`config.mk`:
```
export PLATFORM = sky130hd
export DESIGN_NAME = nibble_stream_encryptor
export DESIGN_NICKNAME = d
export VERILOG_FILES = /design/src/rtl/enc_pkg.sv /design/src/rtl/nibble_fifo2.sv /design/src/rtl/nibble_stream_encryptor.sv
export SDC_FILE = /design/constraint.sdc
export NUM_CORES = 1
export LEC_CHECK = 0
export CAP_MARGIN = 20
export CORE_MARGIN = 5
export CORE_UTILIZATION = 27
export DETAILED_ROUTE_END_ITERATION = 10
export PLACE_DENSITY = 0.57
export SLEW_MARGIN = 20
export SYNTH_ARGS = -nofsm -noshare
export SYNTH_HDL_FRONTEND = slang
export SYNTH_SLANG_ARGS = --single-unit
export TNS_END_PERCENT = 100
```
`constraint.sdc`:
```
create_clock -name clk -period 2.2 [get_ports clk]
set_input_delay 0.22 -clock clk [delete_from_list [all_inputs] [get_ports clk]]
set_output_delay 0.22 -clock clk [all_outputs]
set_load 0.02 [all_outputs]
```
`src/rtl/enc_pkg.sv`:
```
// Shared definitions for the nibble encryptor and its companion decryptor.
// Holds the nibble type, the FIFO entry layout, the default LFSR seed and
// the small key/cipher helper functions that both sides of the link use so
// their reference behaviour stays identical.
package enc_pkg;

  typedef logic [3:0] nibble_t;

  // One FIFO entry: frame-end tag plus the ciphertext nibble.
  typedef struct packed {
    logic    last;
    nibble_t data;
  } entry_t;

  localparam nibble_t SEED_DEFAULT = 4'b1001;

  // One step of the rolling-key LFSR (shift left, feedback from bits 3 and 2).
  function automatic nibble_t lfsr_next(input nibble_t k);
    return {k[2:0], k[3] ^ k[2]};
  endfunction

  // Rotate a nibble left by one position.
  function automatic nibble_t rotl1(input nibble_t n);
    return {n[2:0], n[3]};
  endfunction

  // An all-zero LFSR state would lock up, so zero is mapped to 0001.
  function automatic nibble_t fix_zero(input nibble_t n);
    return (n == 4'b0000) ? 4'b0001 : n;
  endfunction

endpackage

```
`src/rtl/nibble_fifo2.sv`:
```
// Two-entry valid/ready FIFO of {last, data} entries.
// Ports:
//   clk, rst_n      - clock, asynchronous active-low reset
//   push_i          - write push_entry_i this cycle (ignored when full)
//   push_entry_i    - entry to store
//   push_ready_o    - a slot is free (depends only on registered count)
//   pop_valid_o     - head_o holds a valid entry
//   pop_ready_i     - consumer takes the head entry (ignored when empty)
//   head_o          - oldest stored entry; holds its last value when empty
module nibble_fifo2
  import enc_pkg::*;
(
  input  logic   clk,
  input  logic   rst_n,
  input  logic   push_i,
  input  entry_t push_entry_i,
  output logic   push_ready_o,
  output logic   pop_valid_o,
  input  logic   pop_ready_i,
  output entry_t head_o
);

  entry_t     mem_q [2];
  logic       wr_ptr_q, wr_ptr_d;
  logic       rd_ptr_q, rd_ptr_d;
  logic [1:0] count_q, count_d;
  logic       push, pop;

  // Guarding push/pop here keeps the count inside 0..2 even if a caller
  // ignores the ready/valid flags.
  assign push = push_i && (count_q != 2'd2);
  assign pop  = pop_ready_i && (count_q != 2'd0);

  always_comb begin
    wr_ptr_d = wr_ptr_q;
    rd_ptr_d = rd_ptr_q;
    count_d  = count_q;
    if (push) wr_ptr_d = ~wr_ptr_q;
    if (pop)  rd_ptr_d = ~rd_ptr_q;
    case ({push, pop})
      2'b10:   count_d = count_q + 2'd1;
      2'b01:   count_d = count_q - 2'd1;
      default: count_d = count_q;
    endcase
  end

  always_ff @(posedge clk or negedge rst_n) begin
    if (!rst_n) begin
      mem_q[0] <= '0;
      mem_q[1] <= '0;
      wr_ptr_q <= 1'b0;
      rd_ptr_q <= 1'b0;
      count_q  <= 2'd0;
    end else begin
      if (push) mem_q[wr_ptr_q] <= push_entry_i;
      wr_ptr_q <= wr_ptr_d;
      rd_ptr_q <= rd_ptr_d;
      count_q  <= count_d;
    end
  end

  assign push_ready_o = (count_q != 2'd2);
  assign pop_valid_o  = (count_q != 2'd0);
  assign head_o       = mem_q[rd_ptr_q];

endmodule

```
`src/rtl/nibble_stream_encryptor.sv`:
```
// Encrypts a stream of plaintext nibbles with a rolling LFSR key, tags the
// last nibble of each frame and buffers the ciphertext in a 2-entry FIFO
// feeding the 4-bit decryptor (out_data MSB = P ... LSB = S).
// Ports:
//   clk, rst_n          - clock, asynchronous active-low reset
//   in_data/in_valid    - plaintext nibble and its valid flag
//   in_ready            - a nibble can be accepted this cycle
//   key_load/key_val    - pulse: load key_val as key and restart the frame
//   out_data/out_last   - head ciphertext nibble and its frame-end tag
//   out_valid/out_ready - output handshake
module nibble_stream_encryptor
  import enc_pkg::*;
#(
  parameter nibble_t     SEED      = SEED_DEFAULT,
  parameter int unsigned FRAME_LEN = 8
) (
  input  logic       clk,
  input  logic       rst_n,
  input  logic [3:0] in_data,
  input  logic       in_valid,
  output logic       in_ready,
  input  logic       key_load,
  input  logic [3:0] key_val,
  output logic [3:0] out_data,
  output logic       out_valid,
  input  logic       out_ready,
  output logic       out_last
);

  localparam nibble_t    SEED_SAFE = fix_zero(SEED);
  localparam logic [3:0] LAST_CNT  = 4'(FRAME_LEN - 1);

  nibble_t    key_q, key_d;
  logic [3:0] frame_cnt_q, frame_cnt_d;
  logic       accept;
  logic       is_last;
  entry_t     push_entry;
  entry_t     head;

  assign accept  = in_valid && in_ready;
  assign is_last = (frame_cnt_q == LAST_CNT);

  // The pushed entry always uses the key and count from before this edge,
  // even when key_load arrives in the same cycle.
  assign push_entry.data = rotl1(in_data) ^ key_q;
  assign push_entry.last = is_last;

  // key_load wins over both the LFSR step and the frame-end reseed.
  always_comb begin
    key_d       = key_q;
    frame_cnt_d = frame_cnt_q;
    if (key_load) begin
      key_d       = fix_zero(key_val);
      frame_cnt_d = 4'd0;
    end else if (accept) begin
      if (is_last) begin
        key_d       = SEED_SAFE;
        frame_cnt_d = 4'd0;
      end else begin
        key_d       = lfsr_next(key_q);
        frame_cnt_d = frame_cnt_q + 4'd1;
      end
    end
  end

  always_ff @(posedge clk or negedge rst_n) begin
    if (!rst_n) begin
      key_q       <= SEED_SAFE;
      frame_cnt_q <= 4'd0;
    end else begin
      key_q       <= key_d;
      frame_cnt_q <= frame_cnt_d;
    end
  end

  nibble_fifo2 u_fifo (
    .clk          (clk),
    .rst_n        (rst_n),
    .push_i       (accept),
    .push_entry_i (push_entry),
    .push_ready_o (in_ready),
    .pop_valid_o  (out_valid),
    .pop_ready_i  (out_ready),
    .head_o       (head)
  );

  assign out_data = head.data;
  assign out_last = head.last;

endmodule

```
Yosys cells after proc, flatten, opt, wreduce, memory -nomap -nowiden
Index checks and enable logic that the tools add are counted.
{"block": "classes", "order_cmp": 3, "addsub": 3, "muxes": 14, "div": 0, "eq_ne": 4, "reduce_logical": 8, "bitwise": 6, "n_shift": 0, "mul": 0}
{"op": "2-to-1 mux 4 bit", "count": 7}
{"op": "2-to-1 mux 5 bit", "count": 4}
{"op": "bitwise mux 10 bit", "count": 1}
{"op": "nonzero test 2 bit", "count": 3}
{"op": "demux 5 bit (select 1 bit)", "count": 1}
{"op": "adder 4 x 1 -> 4 bit (second input constant)", "count": 1}
{"op": "equality test 4 x 3 -> 1 bit (second input constant)", "count": 1}
{"op": "greater-or-equal comparator 2 bit (second input constant)", "count": 2}
{"op": "logical AND 1 bit", "count": 4}
{"op": "zero test 4 bit", "count": 1}
{"op": "NOT 1 -> 2 bit", "count": 2}
{"op": "case mux 2 bit (2 select lines)", "count": 1}
{"op": "bitwise XOR 4 bit", "count": 1}
{"op": "adder 2 x 1 -> 2 bit (second input constant)", "count": 1}
{"op": "equality test 2 x 1 -> 1 bit (second input constant)", "count": 1}
{"op": "equality test 2 bit (second input constant)", "count": 1}
{"op": "< comparator 2 x 1 -> 1 bit (second input constant)", "count": 1}
{"op": "!= test 2 bit (second input constant)", "count": 1}
{"op": "NOT 1 bit", "count": 2}
{"op": "subtractor 2 x 1 -> 2 bit (second input constant)", "count": 1}
{"op": "bitwise XOR 1 bit", "count": 1}
{"block": "totals", "inputBits": 13, "ram_bits": 0, "register_bits": 22, "wordCells": 47, "rom_bits": 0, "memories": 0, "latch_bits": 0}

Depth between registers and ports, before layout
Gate-level depths: netlist (run 1).
{"block": "depth", "word_depth": 6, "mapped_depth": 8, "depth_no_buf": 7}

Hierarchy
Synthesis (run 1) repeated with hierarchy kept, for this count alone.
{"block": "hier_totals", "cells_unflattened": 94, "area_unflattened_um2": 1143.6}
{"mod": "nibble_fifo2", "seq_area_each_um2": 350.3, "instances": 1, "cells_per_inst": 45, "area_per_inst_um2": 688.2}
{"mod": "nibble_stream_encryptor", "seq_area_each_um2": 202.7, "instances": 1, "cells_per_inst": 49, "area_per_inst_um2": 455.4}

Worst setup path before layout (run 1)
Ideal clock, no wire load.
{"block": "synth_timing", "path_type": "reg2reg", "start": "register u_fifo.count_q[0]", "end": "register u_fifo.count_q[1]", "setup_time_ns": 0.079, "t_arrival_ns": 1.542, "required_ns": 2.121, "n_path_buf": 0, "period_less_slack_ns": 1.621, "slack_ns": 0.579, "path_stages_with_launch": 6, "cell_sequence": "dfrtp_1 > or2_2 > and2_1 > ha_1 > nor2_1 > xor2_1"}
{"block": "synth_between", "elab_cells_between_ends": 11, "cone_classes": "add/sub (2); eq/ne (3); mux (1); reduce/logical (5)"}
{"item": "from (decl)", "line_no": "nibble_fifo2.sv:26", "text": "logic [1:0] count_q, count_d;"}
{"item": "from (signal assigned)", "line_no": "nibble_fifo2.sv:58", "text": "count_q <= count_d;"}
{"item": "nonzero test 2 bit (*)"}
{"item": "named net out_valid", "line_no": "nibble_stream_encryptor.sv:25", "text": "output logic out_valid,"}
{"item": "logical AND 1 bit (*)", "line_no": "nibble_fifo2.sv:32", "text": "assign pop = pop_ready_i && (count_q != 2'd0);"}
{"item": "named net u_fifo.pop", "line_no": "nibble_fifo2.sv:27", "text": "logic push, pop;"}
{"item": "equality test 2 x 1 -> 1 bit or equality test 2 bit (tied branches)", "line_no": "nibble_fifo2.sv:40", "text": "case ({push, pop})"}
{"item": "case mux 2 bit (2 select lines) or nonzero test 2 bit (tied branches)"}
The timed path passes the listed nets; every way through them passes the cells marked *.
A chain may end at the register's enable or synchronous reset.

Final worst setup path (run 1)
{"block": "layout_timing", "start": "register u_fifo.rd_ptr_q", "end": "output port out_data[1]"}
{"block": "layout_between", "elab_chain_len": 4}
{"item": "from (decl)", "line_no": "nibble_fifo2.sv:25", "text": "logic rd_ptr_q, rd_ptr_d;"}
{"item": "from (signal assigned)", "line_no": "nibble_fifo2.sv:57", "text": "rd_ptr_q <= rd_ptr_d;"}
{"item": "NOT 1 -> 2 bit (not written as such)", "line_no": "nibble_fifo2.sv:64", "text": "assign head_o = mem_q[rd_ptr_q];"}
{"item": "2-to-1 mux 5 bit (not written as such) (3 in a row)", "line_no": "nibble_fifo2.sv:64"}
{"item": "to (decl)", "line_no": "nibble_stream_encryptor.sv:24", "text": "output logic [3:0] out_data,"}
No other way between the ends. The select of a mux whose other input is x is not followed.

==> results of run 1 <==
## critical path: stages, from the launching register on
cell	delay, ps
dfrtp_1	530
mux2_2	380
clkdlybuf4s50_1	540
## path summary, 6_finish.rpt
| kind | end | cells after the start |
|---|---|---|
| max | out_data[1] | 2 |
| min | u_fifo.mem_q[0]$_DFFE_PN0P_ | 2 |
| max reg2reg | u_fifo.count_q[1]$_DFFE_PN0P_ | 5 |
| min reg2reg | u_fifo.count_q[1]$_DFFE_PN0P_ | 1 |
| max in group asynchronous | key_q[3]$_DFFE_PN1P_ | 2 |
| min in group clk | u_fifo.count_q[1]$_DFFE_PN0P_ | 1 |
## metrics by stage
step	cell area, µm²	util, %	setup WS, ps
after global placement	1430	33.2	447
after detailed placement	1430	33.2	395
after global routing	1480	34.5	185
final	1480	34.5	273
after floorplan	1170	-	579
after CTS	1480	34.5	252
## power by group through the flow
stage | combinational [mW] | clock (mW) | sequential, mW
floorplan | 0.619 | 0 | 0.639
detailed placement | 0.837 | 0 | 0.692
finish | 0.827 | 0.289 | 0.683
CTS | 0.842 | 0.301 | 0.686
global placement | 0.825 | 0 | 0.685
global route | 0.910 | 0.322 | 0.710
## sequential cells by signal, indices dropped and copies added (netlist names)
name	cells
u_fifo.mem_q	10
key_q	4
u_fifo.rd_ptr_q	1
u_fifo.wr_ptr_q	1
u_fifo.count_q	2
frame_cnt_q	4
## routing by layer
layer	global-route usage [%]	up-vias	part of all wire [%]
met4	2.67	0	0.98
met1	12.8	371	48
met5	0	-	0
met3	3.79	4	7.3
met2	13.4	32	44
li1	-	397	-
## kinds of logic after synthesis
kind of cell | share of synthesized area (%)
DFF | 47.1
adders and majority gates | 2.13
buffers and inverters | 4.90
muxes | 16.9
and+or+nand+nor | 13.4
xor gates and xnor gates | 7.46
AOI/OAI and AO/OA | 8.09
## placed cells by master, fill, tap and decap left out, drive strengths merged
cell type       n
o31ai           2
and2            1
mux2           16
nor3            5
clkbuf          4
o311ai          1
nor2            3
a31o            1
nand2           4
and3b           1
buf             3
inv             6
nand4           1
nand3b          1
xnor2           3
clkdlybuf4s50  19
nor2b           3
a311oi          1
a21oi           2
xor2            7
nor4            1
a31oi           1
o211ai          3
nand3           4
ha              2
or2             1
dfstp           2
o21ai           3
dfrtp          20
## cell type report
type                            instances  area [µm²]
Inverter                                6        30.0
Fill cell                             423        2810
Timing Repair Buffer                   22         213
Sequential cell                        22         553
Clock buffer                            4        55.1
Multi-Input combinational cell         67         564
Tap cell                               52        65.1
==> metrics.md, run 1 <==
| Metric | Value |
|---|---|
| Flop2flop setup slack | `570 ps` |
| Yosys cell types | `36` |
| Synth async-reset ratio | `between 90% and 100%` |
| Post-route insts no fill | `173` |
| CP startpoint kind | `flip-flop` |
| Vias | `around 800` |
| Most common cell in the netlist | `dfrtp_1` |
| DR iter-0 viols | `33` |
| Hold_buf cts | `0` |
| Initial antenna violation count | `0` |
| Max Cap Viol | `0` |
| Placed cell count | `169` |
| Num rows | `24` |
| Seq/Total Area, Yosys | `a little under half` |
| P_leak | `0.630 nW` |
| PortBufs | `19` |
| Core Region | `~4300 µm²` |
| Worst Max-Slew Pin Slew | `446 ps` |
| Vias in the first global route | `885` |
| Internal cell power | `between 1 and 1.5 mW` |
| Fmax | `519 MHz` |
| Syn nets | `114` |
| RSZ-0062 raised after global routing | `no` |
| Crit. End Element | `primary output` |
| Max FO, Critical Path | `6` |
| Grt ovf | `0` |
| VDD IR-drop max | `between 0.0003 and 0.0004 V` |
| Area grow syn2layout | `26.0%` |
| Period minus WS final | `1930 ps` |
| Inserted Clock Buffers | `3` |
| Reg power frac | `38.0%` |
| Crit share post-route | `87.6%` |
| Crit path DAT | `1710 ps` |
| Root Driver | `clkbuf_8` |
| Hold WC Path Type | `primary input to asynchronous set/reset pin` |
| Gate power share | `46.0%` |
| Die ar. | `5770 µm²` |
| Post-CTS Repair Setup Buffers | `0` |
| Post-CTS sizing | `0` |
| Final Power | `1.80 mW` |
| CTS tree | `yes` |
| Clock power share | `16.1%` |
| Worst-Skew Late Latency | `approximately 260 ps` |
| Pre-antenna DRT Iters | `4` |
| Yosys warning count | `0` |
| Worst setup startpoint | `u_fifo.rd_ptr_q$_DFFE_PN0P_` |
| Post-synth top area cell | `dfrtp_1` |
| Final Max Slew Viols | `0` |
| Cell Area, Synth | `1170 µm²` |
| Largest net degree at the start of global routing | `23` |
| Nets | `137` |
| Number of synthesized flops with an enable pin | `0` |
| CTS Sinks | `22` |
| Worst EP required | `1980 ps` |
| Final setup vio count | `0` |
| Pwr dens | `1220 nW/µm²` |
| Mean Syn Cell Area | `11.9 µm²` |
| Slew HR | `70.2%` |
| Total wire length | `between 2 and 2.5 mm` |
| First-pass GRT wire length | `4.37 mm` |
| CTS Buffer Depth | `2` |
| Switch Pwr | `0.630 mW` |
| Drt drc | `0` |
| Outcome | `completed` |
| Setup TNS | `0 ps` |
| FF+latch count, synth | `22` |
| Vias per cell | `4.65` |
| I/O Pins | `20` |
| Clock transition at the registers of the reported paths | `80 ps` |
| Gpl congestion | `between 0.8 and 0.9` |
| Critical path class | `flip-flop to primary output` |
| Syn Inst Count | `99` |
| GR Util All Layers | `around a tenth` |
| Switching Fraction | `35.0%` |
| RR Startpoint | `u_fifo.count_q[0]$_DFFE_PN0P_` |
| Antenna-violating nets left | `0` |
| Starting Density | `27.4%` |
| Die width | `76.0 µm` |
| Layout cells sized above 1 | `26.4%` |
| WL per Instance | `~14 µm` |
| Clock skew | `3.18 ps` |
| Final hold violation count | `0` |
| Worst Hold Slack | `between 300 and 400 ps` |
| Ys flop type | `dfrtp_1` |
| HPWL Detailed | `1.79 mm` |
| Area contributors post-synth | `dfrtp_1, mux2_2, mux2_4` |
| Top-area cell type share of the netlist area | `42.6%` |
| Top cells by count, synth | `dfrtp_1, mux2_2, xor2_1` |
| H-tree Lvls | `1` |
| Ant diodes | `0` |
| Chip height | `76.0 µm` |
(Power assumes the default switching activity.)
==> run 2, diff against run 1 <==
--- a/config.mk
+++ b/config.mk
@@ -5,7 +5,6 @@
 export SDC_FILE = /design/constraint.sdc
 export NUM_CORES = 1
 export LEC_CHECK = 0
-export CAP_MARGIN = 20
 export CORE_MARGIN = 5
 export CORE_UTILIZATION = 27
 export DETAILED_ROUTE_END_ITERATION = 10
==> constraint.sdc (replaced) <==
create_clock -name clk -period 2.2 [get_ports clk]
set_input_delay 0.22 -clock clk [delete_from_list [all_inputs] [get_ports clk]]
set_output_delay 0.22 -clock clk [all_outputs]
set_load 0.05 [all_outputs]
==> run 2 against run 1 <==
  * Sequential power about the same
  * Clock power grew 31%
  * Critical path depth is the same
  * Hold slack worse by 3.7 ps
  * Die area did not move
  * Design area grew 1.1%
  * Largest power group unchanged
==> metrics.md, run 2 (same netlist as run 1, synthesis figures left out) <==
| Metric | Value |
|---|---|
| Gpl congestion | `a little over 0.8` |
| Slew HR | `66.3%` |
| CP startpoint kind | `flip-flop` |
| Post-route insts no fill | `173` |
| HPWL Detailed | `1.77 mm` |
| Post-CTS sizing | `0` |
| CTS Buffer Depth | `2` |
| DR iter-0 viols | `34` |
| Post-CTS Repair Setup Buffers | `0` |
| Num rows | `24` |
| Clock power share | `between 10% and 20%` |
| Utilization after layout | `34.8%` |
| Vias | `818` |
| Largest net degree at the start of global routing | `23` |
| CTS Sinks | `22` |
| Initial antenna violation count | `0` |
| Switch Pwr | `0.814 mW` |
| Hold_buf cts | `0` |
| Root Driver | `clkbuf_8` |
| Final hold violation count | `0` |
| Pwr dens | `about 1400 nW/µm²` |
| Largest reg by FF count | `u_fifo.mem_q` |
| First-pass GRT wire length | `4.25 mm` |
| Final setup vio count | `0` |
| Top flop regs | `u_fifo.mem_q (10), frame_cnt_q (4), key_q (4)` |
| WL per Instance | `13.8 µm` |
| Outcome | `completed` |
| CTS tree | `yes` |
| Hold WC Path Type | `primary input to asynchronous set/reset pin` |
| Nets | `137` |
| Crit-path cells | `mux2_2 -> clkdlybuf4s50_1` |
| PortBufs | `19` |
| Crit share post-route | `94.9%` |
| Layout cells sized above 1 | `about a quarter` |
| Ant diodes | `0` |
| Slowest stage cell, crit path | `clkdlybuf4s50_1` |
| Pre-antenna DRT Iters | `4` |
| Antenna-violating nets left | `0` |
| Die width | `76.0 µm` |
| Chip height | `between 70 and 80 µm` |
| Total wire length | `2.39 mm` |
| GR Util All Layers | `8.85%` |
| Max Cap Viol | `0` |
| Worst-Skew Late Latency | `270 ps` |
| Vias in the first global route | `883` |
| Fmax | `between 400 and 500 MHz` |
| Commonest non-fill, non-tap cells in the layout | `dfrtp_1, clkdlybuf4s50_1, mux2_2` |
| Crit. End Element | `primary output` |
| VDD IR-drop max | `0.000488 V` |
| Crit path DAT | `1870 ps` |
| Final Max Slew Viols | `0` |
| Worst Max-Slew Pin Slew | `504 ps` |
| Area grow syn2layout | `27.4%` |
| Starting Density | `27.4%` |
| Die ar. | `5770 µm²` |
| Worst EP required | `1980 ps` |
| P_leak | `0.637 nW` |
| Drt drc | `0` |
| RSZ-0062 raised after global routing | `no` |
| Vias per cell | `approximately 4.7` |
| Switching Fraction | `approximately two fifths` |
| Placed cell count | `169` |
| Gate power share | `48.7%` |
| Max FO, Critical Path | `6` |
| Period minus WS final | `2090 ps` |
| Clock skew | `11.5 ps` |
| Critical path class | `flip-flop to primary output` |
| CP max stage delay | `710 ps` |
| Setup TNS | `0 ps` |
| I/O Pins | `20` |
| Commonest non-fill, non-tap cell in the layout | `dfrtp_1` |
| Reg power frac | `about a third` |
| Grt ovf | `0` |
| H-tree Lvls | `1` |
| Clock transition at the registers of the reported paths | `around 90 ps` |
| Inserted Clock Buffers | `3` |
| Core Region | `4290 µm²` |
| Max FFs per register | `10` |
| Internal cell power | `1.25 mW` |
==> run 2: cell count changes in the layout (fill, tap and decap cells not counted), sizes merged <==
cell,before,now
bufinv,0,1
clkbuf,4,3
==> run 2: area by class of cell <==
cell class              instances  area (µm²)
clock inverters                 1        30.0
repair buffers                 22         213
well taps                      52        65.1
clock buffers                   3        41.3
fillers                       425        2800
multi-input cells              67         564
inverters                       6        30.0
flip-flops and latches         22         553
==> run 2: power groups by stage <==
stage | Combinational (mW) | Sequential (mW) | Clock [mW]
4_1_cts | 1.02 | 0.682 | 0.390
5_1_grt | 1.07 | 0.702 | 0.405
3_5_place_dp | 1.01 | 0.689 | 0
2_1_floorplan | 0.798 | 0.639 | 0
3_3_place_gp | 1.00 | 0.684 | 0
6_report | 1.01 | 0.680 | 0.379
==> run 2: path summary, 6_finish.rpt <==
kind / slack (ps) / cells past startpoint / endpoint / startpoint
max in group asynchronous: 1610 / 2 / key_q[3]$_DFFE_PN1P_ / rst_n
worst min register to register: 500 / 1 / u_fifo.count_q[1]$_DFFE_PN0P_ / u_fifo.count_q[1]$_DFFE_PN0P_
min in group clk: 500 / 1 / u_fifo.count_q[1]$_DFFE_PN0P_ / u_fifo.count_q[1]$_DFFE_PN0P_
worst max register to register: 440 / 7 / u_fifo.count_q[1]$_DFFE_PN0P_ / u_fifo.count_q[1]$_DFFE_PN0P_
worst min-delay path: 300 / 2 / u_fifo.mem_q[6]$_DFFE_PN0P_ / rst_n
worst max-delay path: 110 / 2 / out_data[1] / u_fifo.rd_ptr_q$_DFFE_PN0P_
==> run 2: layer usage <==
| layer | GRT usage [%] | share of wire (%) |
|---|---|---|
| met3 | 3.67 | 7.9 |
| met4 | 2.14 | 0.67 |
| met5 | 0 | 0 |
| met1 | 11.9 | 49 |
| met2 | 13.2 | 43 |
==> run 2: worst max-delay path, delay by kind of cell (launching register included) <==
| kind | cells | cell delay, ps |
|---|---|---|
| buffers and inverters | 1 | 710 |
| muxes | 1 | 380 |
| DFF | 1 | 510 |
==> run 2: per-stage QoR <==
step | power, mW | instance area (µm²) | hold slack [ps] | setup WS, ps
CTS | 2.09 | 1500 | 307 | 84.9
finish | 2.07 | 1500 | 297 | 111
floorplan | 1.44 | 1170 | -75.6 | 478
global route | 2.18 | 1500 | 319 | 55.8
global placement | 1.69 | 1430 | 468 | 395
detailed placement | 1.70 | 1430 | 489 | 368
==> run 3, diff against run 2 <==
--- a/config.mk
+++ b/config.mk
@@ -8,7 +8,8 @@
 export CORE_MARGIN = 5
 export CORE_UTILIZATION = 27
 export DETAILED_ROUTE_END_ITERATION = 10
-export PLACE_DENSITY = 0.57
+export DONT_BUFFER_PORTS = 1
+export PLACE_DENSITY = 0.51
 export SLEW_MARGIN = 20
 export SYNTH_ARGS = -nofsm -noshare
 export SYNTH_HDL_FRONTEND = slang
==> run 3 against run 2 <==
  * Worst setup slack improved by 440 ps
  * Final cell count is 10% lower
  * Hold slack worse by 280 ps
  * Design area decreased by 12%
  * Utilization decreased by 4.3 points
  * Sequential cell count unchanged
  * Sequential share of layout area up 5.1 points
  * Maximum frequency is 27% higher
  * Global-route usage increased by 0.45 points
  * Largest power group unchanged
  * Highest routed layer unchanged
==> metrics.md, run 3 (same netlist as run 1, synthesis figures left out) <==
| Metric | Value |
|---|---|
| Post-DP Area | `1230 µm²` |
| WL met3 | `about 80 µm` |
| Delay-heaviest family, CP | `simple AND/OR/NAND/NOR gates` |
| Fmax | `a little over 600 MHz` |
| HPWL Detailed | `1.79 mm` |
| Place WS | `552 ps` |
| Top flop regs | `u_fifo.mem_q (10), frame_cnt_q (4), key_q (4)` |
| Vias per cell | `4.90` |
| Die ar. | `5770 µm²` |
| CP Buf/Inv Count | `0` |
| Ant diodes | `0` |
| Num rows | `24` |
| CTS tree | `yes` |
| RR Startpoint | `u_fifo.count_q[0]$_DFFE_PN0P_` |
| Sequential standard cell area | `553 µm²` |
| Setup TNS | `0 ps` |
| Largest net degree at the start of global routing | `23` |
| Final Max Slew Viols | `0` |
| Hold Crit Start | `key_load` |
| Worst r2r dst | `u_fifo.count_q[1]$_DFFE_PN0P_` |
| Period minus WS final | `1650 ps` |
| Hold path endpoint | `frame_cnt_q[1]$_DFFE_PN0P_` |
| Pre-antenna DRT Iters | `4` |
| Flop2flop setup slack | `550 ps` |
| Max FO, Critical Path | `4` |
| Reg power frac | `35.4%` |
| Chip height | `76.0 µm` |
| Final Power | `a little under 2 mW` |
| Clock transition at the registers of the reported paths | `roughly 90 ps` |
| Vias | `759` |
| Hold WC Path Type | `primary input to flip-flop` |
| Critical path class | `flip-flop to flip-flop` |
| Outcome | `completed` |
| Layout cells sized above 1 | `between 30% and 40%` |
| Grt ovf | `0` |
| WHS Path Cells | `1` |
| Switching Fraction | `41.5%` |
| Pwr dens | `about 1500 nW/µm²` |
| Post-CTS sizing | `0` |
| Utilization after layout | `a little under a third` |
| H-tree Lvls | `1` |
| Clock power share | `between 10% and 20%` |
| Final hold violation count | `0` |
| Inserted Clock Buffers | `3` |
| Commonest non-fill, non-tap cell in the layout | `dfrtp_1` |
| CTS Sinks | `22` |
| CP max stage delay | `440 ps` |
| Worst-Skew Late Latency | `270 ps` |
| Final Cell Area | `1310 µm²` |
| Crit path DAT | `1830 ps` |
| Initial antenna violation count | `0` |
| Internal cell power | `1.13 mW` |
| Crit share post-route | `74.8%` |
| Worst Max-Slew Pin Slew | `495 ps` |
| VDD IR-drop max | `roughly 0.00040 V` |
| Drt drc | `0` |
| Nets | `roughly 120` |
| Root Driver | `clkbuf_8` |
| Total wire length | `2.43 mm` |
| Met2 Wirelength | `1.23 mm` |
| CP startpoint kind | `flip-flop` |
| Gate power share | `between 40 and 50%` |
| Area grow syn2layout | `11.8%` |
| Final setup vio count | `0` |
| Core Region | `4290 µm²` |
| WL per Instance | `about 16 µm` |
| Vias in the first global route | `836` |
| Slew HR | `roughly two thirds` |
| P_leak | `0.566 nW` |
| Slowest stage cell, crit path | `dfrtp_1` |
| Commonest non-fill, non-tap cells in the layout | `dfrtp_1, mux2_2, xor2_1` |
| I/O Pins | `20` |
| First-pass GRT wire length | `4.35 mm` |
| GR Util All Layers | `9.30%` |
| Switch Pwr | `0.802 mW` |
| Clock skew | `5.29 ps` |
| Crit. End Element | `flip-flop` |
| DR iter-0 viols | `30` |
| Worst EP required | `approximately 2400 ps` |
| Max Cap Viol | `0` |
| Starting Density | `between 20% and 30%` |
| Crit-path cells | `or2_2 -> and2_1 -> ha_1 -> nor2_1 -> xor2_1` |
| Setup ws final | `555 ps` |
| Antenna-violating nets left | `0` |
| RSZ-0062 raised after global routing | `no` |
| Largest reg by FF count | `u_fifo.mem_q` |
| Fill cells | `437` |
| Gpl congestion | `0.789` |
| Worst Reg-to-Reg Cells | `5` |
| Met1 Wirelength | `roughly 1.1 mm` |
| Die width | `76.0 µm` |
| Highest routed layer | `met4` |
| PortBufs | `0` |
| CTS Buffer Depth | `2` |
| Area occupied by multi-input gates | `about 560 µm²` |
| Max FFs per register | `10` |
-- run 3: worst max-delay path by stage --
stage                                  start                             to  slack [ps]  depth (start not counted)
2_1_floorplan  u_fifo.count_q[0]$_DFFE_PN0P_  u_fifo.count_q[1]$_DFFE_PN0P_         480                          5
3_3_place_gp   u_fifo.count_q[0]$_DFFE_PN0P_  u_fifo.count_q[1]$_DFFE_PN0P_         640                          6
3_5_place_dp   u_fifo.count_q[0]$_DFFE_PN0P_  u_fifo.count_q[1]$_DFFE_PN0P_         550                          5
4_1_cts        u_fifo.count_q[0]$_DFFE_PN0P_  u_fifo.count_q[1]$_DFFE_PN0P_         530                          5
5_1_grt        u_fifo.count_q[0]$_DFFE_PN0P_  u_fifo.count_q[1]$_DFFE_PN0P_         460                          5
6_report       u_fifo.count_q[0]$_DFFE_PN0P_  u_fifo.count_q[1]$_DFFE_PN0P_         550                          5
-- run 3: metrics by stage --
stage	cells	hold WS [ps]
global route	155	2.20
floorplan	99	-75.6
global placement	149	-74.6
finish	155	12.6
CTS	154	9.99
detailed placement	149	-74.9
-- run 3: worst register-to-register path: stages, from the launching register on --
cell and delay [ps]:
dfrtp_1 440, or2_2 320, and2_1 180, ha_1 320, nor2_1 140, xor2_1 170
-- run 3: final cells by class --
type / instances / share of cell area (%)
clock inverter: 1 / 2.29
multi-input combinational: 67 / 43.0
clock buffer: 3 / 3.14
tap: 52 / 4.95
sequential: 22 / 42.1
timing repair buffer: 4 / 2.29
inverter: 6 / 2.29
-- run 3: timing repair --
| action | 4_1_cts | 5_1_grt |
|---|---|---|
| buffers inserted | 0 | 0 |
| hold buffers | 1 | 1 |
| endpoints found under the hold margin | 22 | 20 |
-- run 3: power groups by stage --
stage | logic, mW | registers [mW] | clock network [mW]
after floorplan | 0.798 | 0.639 | 0
after global placement | 0.846 | 0.682 | 0
after detailed placement | 0.868 | 0.692 | 0
after CTS | 0.881 | 0.685 | 0.393
after global routing | 0.933 | 0.712 | 0.414
final | 0.864 | 0.684 | 0.383
-- run 3: metal layers --
layer	up-vias	track usage, %
met2	19	15.5
met4	0	4.27
li1	357	-
met1	379	11.5
met5	-	0
met3	4	1.78
